==> src/rtl/hoaaned_pkg.sv <==
// Shared constants and helper functions for the HOAANED pipelined adder.
// Holds the clamp for the lower-part length and the variable-k approximate lower sum.
package hoaaned_pkg;

  localparam int unsigned LPL_MAX_DEF = 6;
  localparam int unsigned K_W         = $clog2(LPL_MAX_DEF + 1);
  localparam int unsigned LOW_CAP     = 32;

  function automatic int unsigned clamp_lpl(input int unsigned lpl, input int unsigned lpl_max);
    return (lpl > lpl_max) ? lpl_max : lpl;
  endfunction

  // Returns {c, sum[LOW_CAP-1:0]}; bits at and above k are zero, k < 2 yields all zeros.
  function automatic logic [LOW_CAP:0] hoaaned_lower(input logic [LOW_CAP-1:0] a,
                                                     input logic [LOW_CAP-1:0] b,
                                                     input int unsigned        k);
    logic [LOW_CAP-1:0] hi_bit;
    logic [LOW_CAP-1:0] mid_bit;
    logic [LOW_CAP-1:0] s;
    logic               c;
    logic               top;
    hi_bit  = '0;
    mid_bit = '0;
    s       = '0;
    c       = 1'b0;
    top     = 1'b0;
    if (k >= 2 && k <= LOW_CAP) begin
      hi_bit  = LOW_CAP'(1) << (k - 1);
      mid_bit = hi_bit >> 1;
      c       = |(a & b & hi_bit);
      top     = (!c && (|((a | b) & hi_bit))) || (|(a & b & mid_bit));
      s       = (mid_bit - LOW_CAP'(1)) | ((a | b) & mid_bit) | (top ? hi_bit : '0);
    end
    return {c, s};
  endfunction

endpackage

==> src/rtl/hoaaned_pipe_adder_lower_approx.sv <==
// Combinational HOAANED lower part for a runtime lower-part length k.
// Inputs are the LPL_MAX low operand bits; sum bits at and above k are zero.
module hoaaned_lower_approx
  import hoaaned_pkg::*;
#(
  parameter  int unsigned LPL_MAX = LPL_MAX_DEF,
  localparam int unsigned LPL_W   = $clog2(LPL_MAX + 1)
) (
  input  logic [LPL_MAX-1:0] a,
  input  logic [LPL_MAX-1:0] b,
  input  logic [LPL_W-1:0]   k,
  output logic [LPL_MAX-1:0] sum,
  output logic               c
);

  logic [LOW_CAP:0] res;

  assign res = hoaaned_lower(LOW_CAP'(a), LOW_CAP'(b), 32'(k));
  assign sum = LPL_MAX'(res);
  assign c   = res[LOW_CAP];

endmodule

==> src/rtl/hoaaned_pipe_adder.sv <==
// Two-stage valid/ready adder with selectable HOAANED approximate lower part
// and an exact-reference error monitor (mismatch count and maximum error).
module hoaaned_pipe_adder
  import hoaaned_pkg::*;
#(
  parameter  int unsigned N       = 16,
  parameter  int unsigned LPL_MAX = LPL_MAX_DEF,
  parameter  int unsigned ERR_W   = 16,
  localparam int unsigned LPL_W   = $clog2(LPL_MAX + 1)
) (
  input  logic             clk,
  input  logic             rst_n,
  input  logic             in_valid,
  output logic             in_ready,
  input  logic [N-1:0]     in_a,
  input  logic [N-1:0]     in_b,
  input  logic             cfg_approx,
  input  logic [LPL_W-1:0] cfg_lpl,
  output logic             out_valid,
  input  logic             out_ready,
  output logic [N:0]       out_sum,
  output logic [N:0]       out_err,
  input  logic             err_clr,
  output logic [ERR_W-1:0] err_cnt,
  output logic [N:0]       err_max
);

  localparam int unsigned SW = N + 1;

  logic [LPL_W-1:0]   k;
  logic [N-1:0]       lo_mask;
  logic [LPL_MAX-1:0] ap_lo;
  logic               ap_c;
  logic [SW-1:0]      ex_lo_full;
  logic               ex_c;
  logic               take;
  logic               s2_load;

  logic               s1_valid;
  logic [LPL_W-1:0]   s1_k;
  logic [N-1:0]       s1_lo;
  logic               s1_c;
  logic [N-1:0]       s1_a_hi;
  logic [N-1:0]       s1_b_hi;
  logic [N-1:0]       s1_ex_lo;
  logic               s1_ex_c;

  logic [SW-1:0]      sum_ap;
  logic [SW-1:0]      sum_ex;
  logic [SW-1:0]      diff;

  // Effective split point; k = 0 collapses both paths to a plain exact add.
  always_comb begin
    k = '0;
    if (cfg_approx && clamp_lpl(32'(cfg_lpl), LPL_MAX) >= 2)
      k = LPL_W'(clamp_lpl(32'(cfg_lpl), LPL_MAX));
  end

  assign lo_mask    = (N'(1) << k) - N'(1);
  assign ex_lo_full = SW'(in_a & lo_mask) + SW'(in_b & lo_mask);
  assign ex_c       = |(ex_lo_full & (SW'(1) << k));

  hoaaned_lower_approx #(.LPL_MAX(LPL_MAX)) u_lower (
    .a   (in_a[LPL_MAX-1:0]),
    .b   (in_b[LPL_MAX-1:0]),
    .k   (k),
    .sum (ap_lo),
    .c   (ap_c)
  );

  assign in_ready = !s1_valid || !out_valid || out_ready;
  assign take     = in_valid && in_ready;
  assign s2_load  = !out_valid || out_ready;

  always_ff @(posedge clk or negedge rst_n) begin
    if (!rst_n) begin
      s1_valid <= 1'b0;
      s1_k     <= '0;
      s1_lo    <= '0;
      s1_c     <= 1'b0;
      s1_a_hi  <= '0;
      s1_b_hi  <= '0;
      s1_ex_lo <= '0;
      s1_ex_c  <= 1'b0;
    end else begin
      if (in_ready) s1_valid <= in_valid;
      if (take) begin
        s1_k     <= k;
        s1_lo    <= N'(ap_lo);
        s1_c     <= ap_c;
        s1_a_hi  <= in_a >> k;
        s1_b_hi  <= in_b >> k;
        s1_ex_lo <= N'(ex_lo_full) & lo_mask;
        s1_ex_c  <= ex_c;
      end
    end
  end

  // Upper parts share the aligned operands; only the carry-in and lower bits differ.
  assign sum_ap = ((SW'(s1_a_hi) + SW'(s1_b_hi) + SW'(s1_c)) << s1_k) | SW'(s1_lo);
  assign sum_ex = ((SW'(s1_a_hi) + SW'(s1_b_hi) + SW'(s1_ex_c)) << s1_k) | SW'(s1_ex_lo);
  assign diff   = (sum_ex >= sum_ap) ? (sum_ex - sum_ap) : (sum_ap - sum_ex);

  always_ff @(posedge clk or negedge rst_n) begin
    if (!rst_n) begin
      out_valid <= 1'b0;
      out_sum   <= '0;
      out_err   <= '0;
    end else if (s2_load) begin
      out_valid <= s1_valid;
      if (s1_valid) begin
        out_sum <= sum_ap;
        out_err <= diff;
      end
    end
  end

  // Monitor advances on the output handshake; clear wins over a same-cycle update.
  always_ff @(posedge clk or negedge rst_n) begin
    if (!rst_n) begin
      err_cnt <= '0;
      err_max <= '0;
    end else if (err_clr) begin
      err_cnt <= '0;
      err_max <= '0;
    end else if (out_valid && out_ready) begin
      if (out_err != '0 && err_cnt != '1) err_cnt <= err_cnt + ERR_W'(1);
      if (out_err > err_max) err_max <= out_err;
    end
  end

endmodule

==> config.mk <==
export PLATFORM = sky130hd
export DESIGN_NAME = hoaaned_pipe_adder
export DESIGN_NICKNAME = d
export VERILOG_FILES = /design/src/rtl/hoaaned_pkg.sv /design/src/rtl/hoaaned_pipe_adder_lower_approx.sv /design/src/rtl/hoaaned_pipe_adder.sv
export SDC_FILE = /design/constraint.sdc
export NUM_CORES = 1
export LEC_CHECK = 0
export BUFFER_PORTS_ARGS = -buffer_cell sky130_fd_sc_hd__buf_4
export CAP_MARGIN = 30
export CORE_MARGIN = 5
export CORE_UTILIZATION = 35
export DETAILED_ROUTE_END_ITERATION = 12
export MAX_ROUTING_LAYER = met4
export PLACE_DENSITY_LB_ADDON = 0.25
export SLEW_MARGIN = 25
export SYNTH_ARGS = -nofsm -noshare
export SYNTH_HDL_FRONTEND = slang
export SYNTH_SLANG_ARGS = --single-unit
==> constraint.sdc <==
create_clock -name clk -period 17.01 [get_ports clk]
set_input_delay 3.402 -clock clk [delete_from_list [all_inputs] [get_ports clk]]
set_output_delay 3.402 -clock clk [all_outputs]
set_load 0.1 [all_outputs]
## Yosys cells after proc, flatten, opt, wreduce, memory -nomap -nowiden

Index checks and enable logic that the tools add are counted.

- Flip-flop bits (word level): 128
- Input port bits: 41

- Add/subtract/negate cells: 10
- Order comparisons: 5
- Eq/ne operators: 1
- Shifts and indexed selects: 7
- Muxes and demuxes: 12
- Bitwise logic cells: 14
- Reductions and logical operators: 23

Operators by type and width:

| operator | count |
|---|---|
| 32-bit OR reduction | 3 |
| 17-bit 2-to-1 mux | 4 |
| 6-bit by 32-bit AND with 32-bit output | 2 |
| 16-bit AND | 3 |
| 16-bit 2-to-1 mux | 3 |
| 16-bit by 16-bit adder with 17-bit output | 2 |
| 17-bit by 1-bit adder with 17-bit output | 2 |
| 17-bit by 3-bit left shift with 17-bit output | 2 |
| 17-bit subtractor | 2 |
| 32-bit by 2-bit greater-or-equal comparator with 1-bit output (second input constant) | 1 |
| 1-bit by 32-bit left shift with 32-bit output (first input constant) | 1 |
| 16-bit by 3-bit >> shifter with 16-bit output | 2 |
| 6-bit by 31-bit AND with 31-bit output | 1 |
| 6-bit OR | 3 |
| 17-bit AND | 1 |
| 17-bit greater-or-equal comparator | 1 |
| 17-bit > comparator | 1 |
| 17-bit by 16-bit OR with 17-bit output | 1 |
| 17-bit by 6-bit OR with 17-bit output | 1 |
| 17-bit nonzero test | 1 |
| 17-bit OR reduction | 1 |
| 1-bit by 3-bit left shift with 17-bit output (first input constant) | 1 |
| 16-bit by 1-bit adder with 16-bit output (second input constant) | 1 |
| 16-bit inequality test (second input constant) | 1 |
| other kinds (15) | 31 |

## Logic depth before layout (Yosys ltp)

Gate-level depths: netlist of the first run.

- Word-level depth: 15
- Mapped depth: 26

## Cells and area by module

From an unflattened synthesis of the first run, not the netlist that was laid out.

- Cells, all modules: 1458
- Area total of the unflattened synthesis: 12132.9 µm²

By module, submodules not included:

| module | times used | cells each | area each (µm²) | sequential area each (µm²) |
|---|---|---|---|---|
| hoaaned_pipe_adder | 1 | 1379 | 11491.0 | 3203.1 |
| hoaaned_lower_approx | 1 | 79 | 641.9 | 0.0 |

## Worst setup path before layout of the first run

No wires, ideal clock.

- Kind: input-to-output
- From: input port out_ready
- To: output port in_ready
- Arrival time: 4.588 ns
- Required time: 13.608 ns
- Path slack: 9.020 ns
- Stages: 2
- Cells stage by stage: nand3b_1 clkbuf_1

- Longest elaborated chain between the ends: 1

RTL lines:

| what | line | RTL |
|---|---|---|
| start: declaration | hoaaned_pipe_adder.sv:20 | `input logic out_ready,` |
| 1-bit logical OR | hoaaned_pipe_adder.sv:71 | `assign in_ready = !s1_valid \|\| !out_valid \|\| out_ready;` |
| end: declaration | hoaaned_pipe_adder.sv:14 | `output logic in_ready,` |

Every way passes these cells.

## Worst setup path in the final report of the first run

Ends and elaborated chain as after synthesis.

==> results, run 1 <==
- The worst-case IR drop observed on VDD is 0.000158 V.
- The worst reg2reg path depth is 22.
- The net switching power figure is 1.50 mW.
- The sequential-to-total area share from yosys stat is 25.6%.
- The routed layout has 11,700 vias.
- STA classifies the critical path startpoint as an input port.
- The power per unit of standard cell area is 193 mW/mm².
- Timing would allow up to 128 MHz.
- The min-delay analysis places its worst path in the category reg -> reg.
- The clock reaches the later pin of the worst-skew pair after 0.43 ns.
- From synthesis to final layout, the design area changed by 14.4%.
- The leakage power figure is 6.77 nW.
- In the synthesized netlist the dominant register cell turns out to be dfrtp_1.
- Summed over its instances, the top area cell type makes up 25.6% of the synthesized netlist area.
- After synthesis the netlist holds a flip-flop and latch count of 128.
- The post-route netlist has 12.6% of its cells at a drive strength greater than 1.
- The final cell count without fillers is 2,067.
- The routed wire length is 37,700 µm.
- Internal power comes to 1.27 mW.
- At the end of routability-driven placement, the weighted congestion stood at 0.907.
- From bottom edge to top edge, the die measures 199 µm.
- The number of maximum-capacitance violations is 0.
- Prior to clock tree synthesis, the placed netlist has a worst setup slack of 9.19 ns.
- The flow ran to the end, and the final reports show no timing, DRC or antenna violations.
- The detailed router finished its first iteration with 1,026 violations.
- The repair_antennas step left the layout with diodes totalling 0.
- After clock tree synthesis, the repair step resized 0 gates.
- The number of rows created at floorplan is 69.
- The critical register-to-register path startpoint is s1_a_hi[0].
- The worst register-to-register path ends at out_err[16].
- The final antenna-violating net count is 0.
- The worst path in the final design needs a cycle of 7.84 ns, including I/O delays and setup.
- In the final routed layout, each cell accounts on average for 18.3 µm.
- Entering global routing, the biggest net connects 92 pins.
- The data arrival time of the worst path is 4.44 ns.
- Setup slack on the worst reg-to-reg path comes out at 10.32 ns.
- The cell area that synthesis handed to floorplanning was 0.0125 mm².
- In this run the mean area of a mapped cell was 8.14 µm².
- The total die area is 0.0396 mm².
- The final critical-path share of the clock period is 46.1%.
- The I/O pin count is 110.
- The remaining global-route overflow is 0.
- The via count of the first global-routing pass is 11,100.
- The clock net in this run drives a total of 128 sinks.
- The critical path is of the in -> out type.
- The first global-routing pass estimated 60,200 µm of wire.
- The startpoint of the most critical hold path is s1_ex_lo[15].
- After the last flow step, the layout net total stands at 1,735.
- The HPWL reported at the end of detailed placement is 29,000 µm.
- Of all nets on the critical path, the largest fanout is 14.
- Of the total power, the clock network draws 13.7%.
- Buffers added to address setup during post-CTS repair amount to 0.
- Data on the critical path is required at its endpoint by 13.61 ns.
- The worst pin sits at a relative slew slack of 43.0%.
- In this run, placement finished with an instance count of 2,033.
- Net switching is 54.1% of the power.
- Setup violations remaining at the end of the flow were counted as 0.
- The overall power is 2.76 mW.
- The count of input and output buffers is 109.
- The maximum root-to-sink buffer count is 2.
- STA classifies the critical path endpoint as a primary output.
- The hold violation total from the final report is 0.
- Of all flip-flops after synthesis, the portion carrying an async set or reset was 100%.
- The pre-antenna-repair detailed-routing pass consisted of 5 iterations.
- The ratio of routed vias to standard cells is 5.67.
- The floorplan die width is 199 µm.
- The setup TNS is 0 ns.
- Setup repair after global routing left no endpoint under its margin.
- After layout, the worst setup slack is 9.17 ns.
- The initial cell density of the core is 35.3%.
- For this design, the CTS-stage hold fixing added 0 buffers.
- The launching element of the worst setup path is out_ready.
- Global routing used 19.3% of the available tracks.
- The post-synthesis cell count is 1,536.
- The number of different library cells used by synthesis comes to 95.
- Counting the buffers created by CTS gives 17.
- The worst setup path endpoint is in_ready.
- TritonCTS built the clock tree.
- The initial antenna violation count is 0.
- For the pin with the worst max-slew slack, the measured transition is 0.854 ns.
- The combinational power share is 70.3%.
- The cell sitting at the root of the clock tree is a clkbuf_16.
- The largest clock skew in the final design is 0.0138 ns.
- The number of enable-type register cells in the synthesized netlist is 0.
- After synthesis, the cell types taking the most area are dfrtp_1, ha_1, mux2i_1.
- The max-slew violation total from the final report came to 0.
- The count of synthesis-stage warnings from yosys is 0.
- Summed over all instances, the cell type with the most area after synthesis is dfrtp_1.
- The number of DRC violations after detailed routing is 0.
- The floorplan core area is 0.0354 mm².
- The sequential cell fraction of total power is 16.0%.
- The H-tree depth reported by CTS is 4.
- The clock slew seen by the registers of the worst setup and hold paths is 0.05 ns.
## state kept, by name, indices dropped and copies added, names as in the netlist
register / count
out_sum: 17
s1_c: 1
s1_a_hi: 16
err_cnt: 16
s1_k: 3
s1_ex_c: 1
s1_ex_lo: 16
s1_b_hi: 16
out_valid: 1
s1_valid: 1
s1_lo: 6
out_err: 17
err_max: 17
## power groups by stage
stage | registers (mW) | logic [mW] | clock network (mW)
floorplan | 0.780 | 1.15 | 0
global placement | 0.445 | 1.91 | 0
detailed placement | 0.447 | 1.92 | 0
CTS | 0.443 | 1.93 | 0.388
global route | 0.452 | 2.12 | 0.403
finish | 0.442 | 1.94 | 0.378
## final cells by class
cell class / instances / area (µm²)
inverters: 66 / 248
clock buffers: 21 / 480
repair buffers: 121 / 932
well taps: 461 / 577
fillers: 3679 / 21100
multi-input cells: 1259 / 8720
clock inverters: 11 / 129
flip-flops and latches: 128 / 3200
## routing by layer
layer / share of wire [%] / global-route usage (%)
met4: 2.0 / 5.02
met5: 0 / -
met3: 5.2 / 2.68
met2: 45 / 29.3
met1: 48 / 27.3
## cell families after synthesis
| group | after synthesis | share of synthesized area, % |
|---|---|---|
| flip-flops | 128 | 25.6 |
| other | 1 | 0.0300 |
| buffers and inverters | 152 | 4.75 |
| adder cells (fa/ha/maj) | 101 | 10.4 |
| AND/OR/NAND/NOR | 517 | 20.2 |
| multiplexers | 109 | 8.82 |
| XOR/XNOR | 63 | 4.48 |
| AO/OA/AOI/OAI | 465 | 25.7 |
## through the flow
step                      util [%]  area, µm²  hold slack (ns)
after floorplan                  -      12500            0.442
after global placement        38.5      13600            0.456
after detailed placement      38.5      13600            0.463
after CTS                     40.3      14200            0.478
after global routing          40.4      14300            0.496
final                         40.4      14300            0.479
## synth_stat cells, drive strengths merged, types with 6 or more instances
cell and count:
buf 21, xor2 33, a31oi 17, and2 24, nor4 9, o21a 12
mux2i 100, o31ai 8, nand2b 18, or3 8, dfrtp 128, nand3 40
nor2 113, a311oi 9, o211a 7, a2111oi 7, o211ai 16, or2 11
mux2 9, a221oi 6, clkbuf 65, nor3 34, nor2b 17, ha 97
inv 64, a211oi 30, o41ai 7, xnor2 30, o21bai 8, a211o 11
o21ai 125, a22o 8, nand2 173, a21o 46, a21oi 84, nand4 22
nor3b 9, o22ai 7, and3 21
## layout by cell type (no fill, tap or decap), types with 9 or more instances in the layout
master / netlist / routed
mux2i_1: 100 / 100
nor2_1: 112 / 112
nor4_1: 9 / 9
nor2b_1: 17 / 17
nand2_1: 172 / 170
a31oi_1: 17 / 17
buf_4: 0 / 118
xor2_1: 32 / 32
nor3_1: 30 / 30
ha_1: 97 / 97
a21o_1: 46 / 46
clkbuf_16: 0 / 17
and2_1: 23 / 23
o21a_1: 11 / 11
o21ai_0: 112 / 112
and3_1: 21 / 21
o211ai_1: 16 / 16
a211oi_1: 27 / 27
a211o_1: 11 / 11
nand3_1: 38 / 38
dfrtp_1: 128 / 128
a21oi_1: 83 / 83
nand2b_1: 18 / 18
nor3b_1: 9 / 9
inv_1: 63 / 63
o21ai_1: 13 / 13
mux2_2: 9 / 9
nand4_1: 22 / 22
xnor2_1: 30 / 30
## worst min-delay path by stage
stage	endpoint	slack, ns	cells past startpoint
2_1_floorplan	s1_ex_lo[1]	0.44	2
3_3_place_gp	s1_ex_lo[1]	0.46	2
3_5_place_dp	s1_ex_lo[1]	0.46	2
4_1_cts	s1_ex_lo[1]	0.48	2
5_1_grt	s1_a_hi[6]	0.50	2
6_report	s1_ex_lo[15]	0.48	2
## critical path: stages
cell,delay [ns]
buf_4,0.11
nand3b_1,0.49
buf_4,0.43
Note: power is estimated with default switching activity, not from simulation.
==> run 2: changes to the inputs <==
==> constraint.sdc (replaced) <==
create_clock -name clk -period 7.77 [get_ports clk]
set_input_delay 1.554 -clock clk [delete_from_list [all_inputs] [get_ports clk]]
set_output_delay 1.554 -clock clk [all_outputs]
set_load 0.1 [all_outputs]
==> results, run 2 (synthesis results as in run 1) <==
- The routed wire length is 38,700 µm (+2.5%).
- The layout filler cell count is 3,720 (+1.1%).
- The category of the most critical setup path is reg -> reg.
- The sort of element at the end of the critical path is a flip-flop.
- The share of cells above drive strength 1 was 12.6% (-0.016 points).
- The critical-path maximum fanout was 12 (-2).
- The number of buffers inserted during clock tree synthesis is 17 (unchanged).
- The antenna diode instance count is 0 (unchanged).
- The total clock sinks came to 128 (unchanged).
- The final weighted congestion in routability-driven placement is 0.910 (+0.35%).
- The max-slew violation total from the final report is 0 (unchanged).
- The overall power is 6.09 mW (+120%).
- The maximum cell stage delay along the critical path was 0.80 ns (+0.31 ns).
- Based on the critical path, the design can be clocked at up to 150 MHz.
- The overall routing resource usage came to 19.7% (+0.34 points).
- The pin count of the biggest net entering global routing is 92 (unchanged).
- The final cell count without fillers is 2,069 (+0.097%).
- In the layout the commonest cells are nand2_1, dfrtp_1, buf_4, nor2_1, o21ai_0.
- The detailed-route via count is 11,800 (+0.73%).
- The number of maximum-capacitance violations came to 0 (unchanged).
- The largest delay contributor family on the critical path is compound AO/OA/AOI/OAI gates.
- The final critical-path share of the clock period is 85.8%.
- The power per unit of standard cell area is 426 mW/mm² (+120%).
- The startpoint of the most critical hold path is s1_ex_lo[1].
- The H-tree depth reported by CTS is 4 (unchanged).
- The quantity of hold-fixing buffers added after cts is 0 (unchanged).
- The die extent in y is 199 µm (unchanged).
- The final antenna-violating net count is 0 (unchanged).
- The number of buffers inserted to repair setup after CTS came to 0 (unchanged).
- The setup TNS came to 0 ns (unchanged).
- The number of DRC violations after detailed routing is 0 (unchanged).
- The count of input and output buffers is 109 (unchanged).
- The I/O pin count is 110 (unchanged).
- The total iterations of the first detailed-routing run is 5 (unchanged).
- The final net count came to 1,737 (+0.12%).
- The total die area is 0.0396 mm² (unchanged).
- The data arrival time of the worst path is 6.94 ns (+2.50 ns).
- The global-route wire length before repair was 61,600 µm (+2.4%).
- The HPWL reported at the end of detailed placement is 30,000 µm (+3.2%).
- The number of placed instances with taps included came to 2,034 (+0.049%).
- In this run the worst setup path begins at s1_a_hi[0].
- In this run the clock root is driven by a clkbuf_16.
- The worst endpoint required time is 8.04 ns (-5.57 ns).
- The post-cts sizing count is 0 (unchanged).
- The number of rows created at floorplan was 69 (unchanged).
- In this run the worst hold path is classified as reg -> reg.
- The initial cell density of the core is 35.3% (unchanged).
- The relative slew slack is 40.6% (-2.4 points).
- The worst supply voltage drop on vdd is 0.000370 V (+130%).
- STA classifies the critical path startpoint as a flip-flop.
- The critical register-to-register path startpoint is s1_a_hi[0].
- The clock latency at the later pin of the worst-skew pair is 0.43 ns (about the same).
- The actual slew at the worst max-slew pin is 0.889 ns (+0.0349 ns).
- The TritonCTS clock tree is done.
- The floorplan core area is 0.0354 mm² (unchanged).
- The floorplan die width is 199 µm (unchanged).
- The via count of the first global-routing pass is 11,300 (+2.2%).
- The time the worst path needs with I/O delays and setup is 6.67 ns.
- The violation count after the first detailed-routing iteration is 766 (-25%).
- In the final layout, the registers with the most flip-flops are err_max x17, out_err x17, out_sum x17.
- The leakage power figure is 6.75 nW (-0.27%).
- The remaining global-route overflow is 0 (unchanged).
- Setup repair after global routing left no endpoint under its margin.
- The ratio of routed vias to standard cells came to 5.70 (+0.64%).
- The worst-path cell with the longest stage delay is a2111oi_4.
- Relative to the synthesized area, the layout overhead comes to 14.2%.
- The initial antenna violation count is 0 (unchanged).
- The hold violation total from the final report is 0 (unchanged).
- Traced cell by cell, the critical path runs through ha_1, fa_1, a21o_1, a221o_1, nor3_1, o21bai_2, a2111oi_4, nand3_1, xnor2_1, a21oi_1, o21ai_1, o21ai_0, ha_1, a21o_1, a21o_1, a21oi_1, o21ai_0, a21o_1, a21oi_1, buf_4, mux2i_1, xor2_1, a21oi_1.
- The largest clock skew in the final design is 0.0104 ns (-0.00342 ns).
- The maximum root-to-sink buffer count is 2 (unchanged).
- The buffering stage count on the worst path with inverters included is 1 (-1).
- The mean routed wirelength per cell is 18.7 µm (+2.4%).
- The run finished with clean final reports.
- The number of setup violations in the final report was 0 (unchanged).
- The clock slew seen by the registers of the worst setup and hold paths is 0.06 ns (about the same).
- The leading cell type in the layout, fill and taps excluded is nand2_1.
==> run 2: power breakdown <==
part	switching [mW]	total [mW]	internal, mW
registers	0.155	0.975	0.820
clock network	0.328	0.804	0.476
logic	2.86	4.31	1.45
==> run 2: path summary, 6_finish.rpt <==
check,depth (start not counted),slack (ns),endpoint
worst max-delay path,23,1.10,out_err[11]
worst min-delay path,2,0.48,s1_ex_lo[1]
worst max register to register,23,1.10,out_err[11]
worst min register to register,2,0.48,s1_ex_lo[1]
max in group asynchronous,2,5.40,s1_b_hi[8]
min in group asynchronous,1,1.14,err_cnt[10]
==> run 2: layout make-up <==
cell class              count  area [µm²]  share of cell area [%]
multi-input cells        1259        8720                    61.1
flip-flops and latches    128        3200                    22.4
clock inverters            14         155                    1.09
repair buffers            123         942                    6.60
well taps                 461         577                    4.04
inverters                  66         248                    1.74
clock buffers              18         429                    3.01
==> run 2: worst reg2reg max path: stages (launching register included) <==
cell       delay [ns]
dfrtp_1          0.38
ha_1             0.25
fa_1             0.44
a21o_1           0.27
a221o_1          0.39
nor3_1           0.26
o21bai_2         0.16
a2111oi_4        0.80
nand3_1          0.31
xnor2_1          0.21
a21oi_1          0.09
o21ai_1          0.30
o21ai_0          0.14
ha_1             0.42
a21o_1           0.23
a21o_1           0.17
a21oi_1          0.18
o21ai_0          0.14
a21o_1           0.23
a21oi_1          0.37
buf_4            0.29
mux2i_1          0.23
xor2_1           0.17
a21oi_1          0.09
==> run 2: per-stage QoR <==
| stage | setup slack [ns] | hold slack [ns] | instance area, µm² | util, % |
|---|---|---|---|---|
| 2_1_floorplan | 2.05 | 0.442 | 12500 | - |
| 3_3_place_gp | 1.32 | 0.458 | 13600 | 38.5 |
| 3_5_place_dp | 1.18 | 0.471 | 13600 | 38.6 |
| 4_1_cts | 1.16 | 0.486 | 14200 | 40.2 |
| 5_1_grt | 0.630 | 0.501 | 14300 | 40.3 |
| 6_report | 1.10 | 0.478 | 14300 | 40.3 |
==> run 2: routing by layer <==
layer	vias to the layer above	track usage [%]	wire, µm
met5	-	-	0
met4	0	4.15	588
met3	47	2.83	2070
met2	365	30.6	17500
met1	5617	27.4	18500
li1	5774	-	-
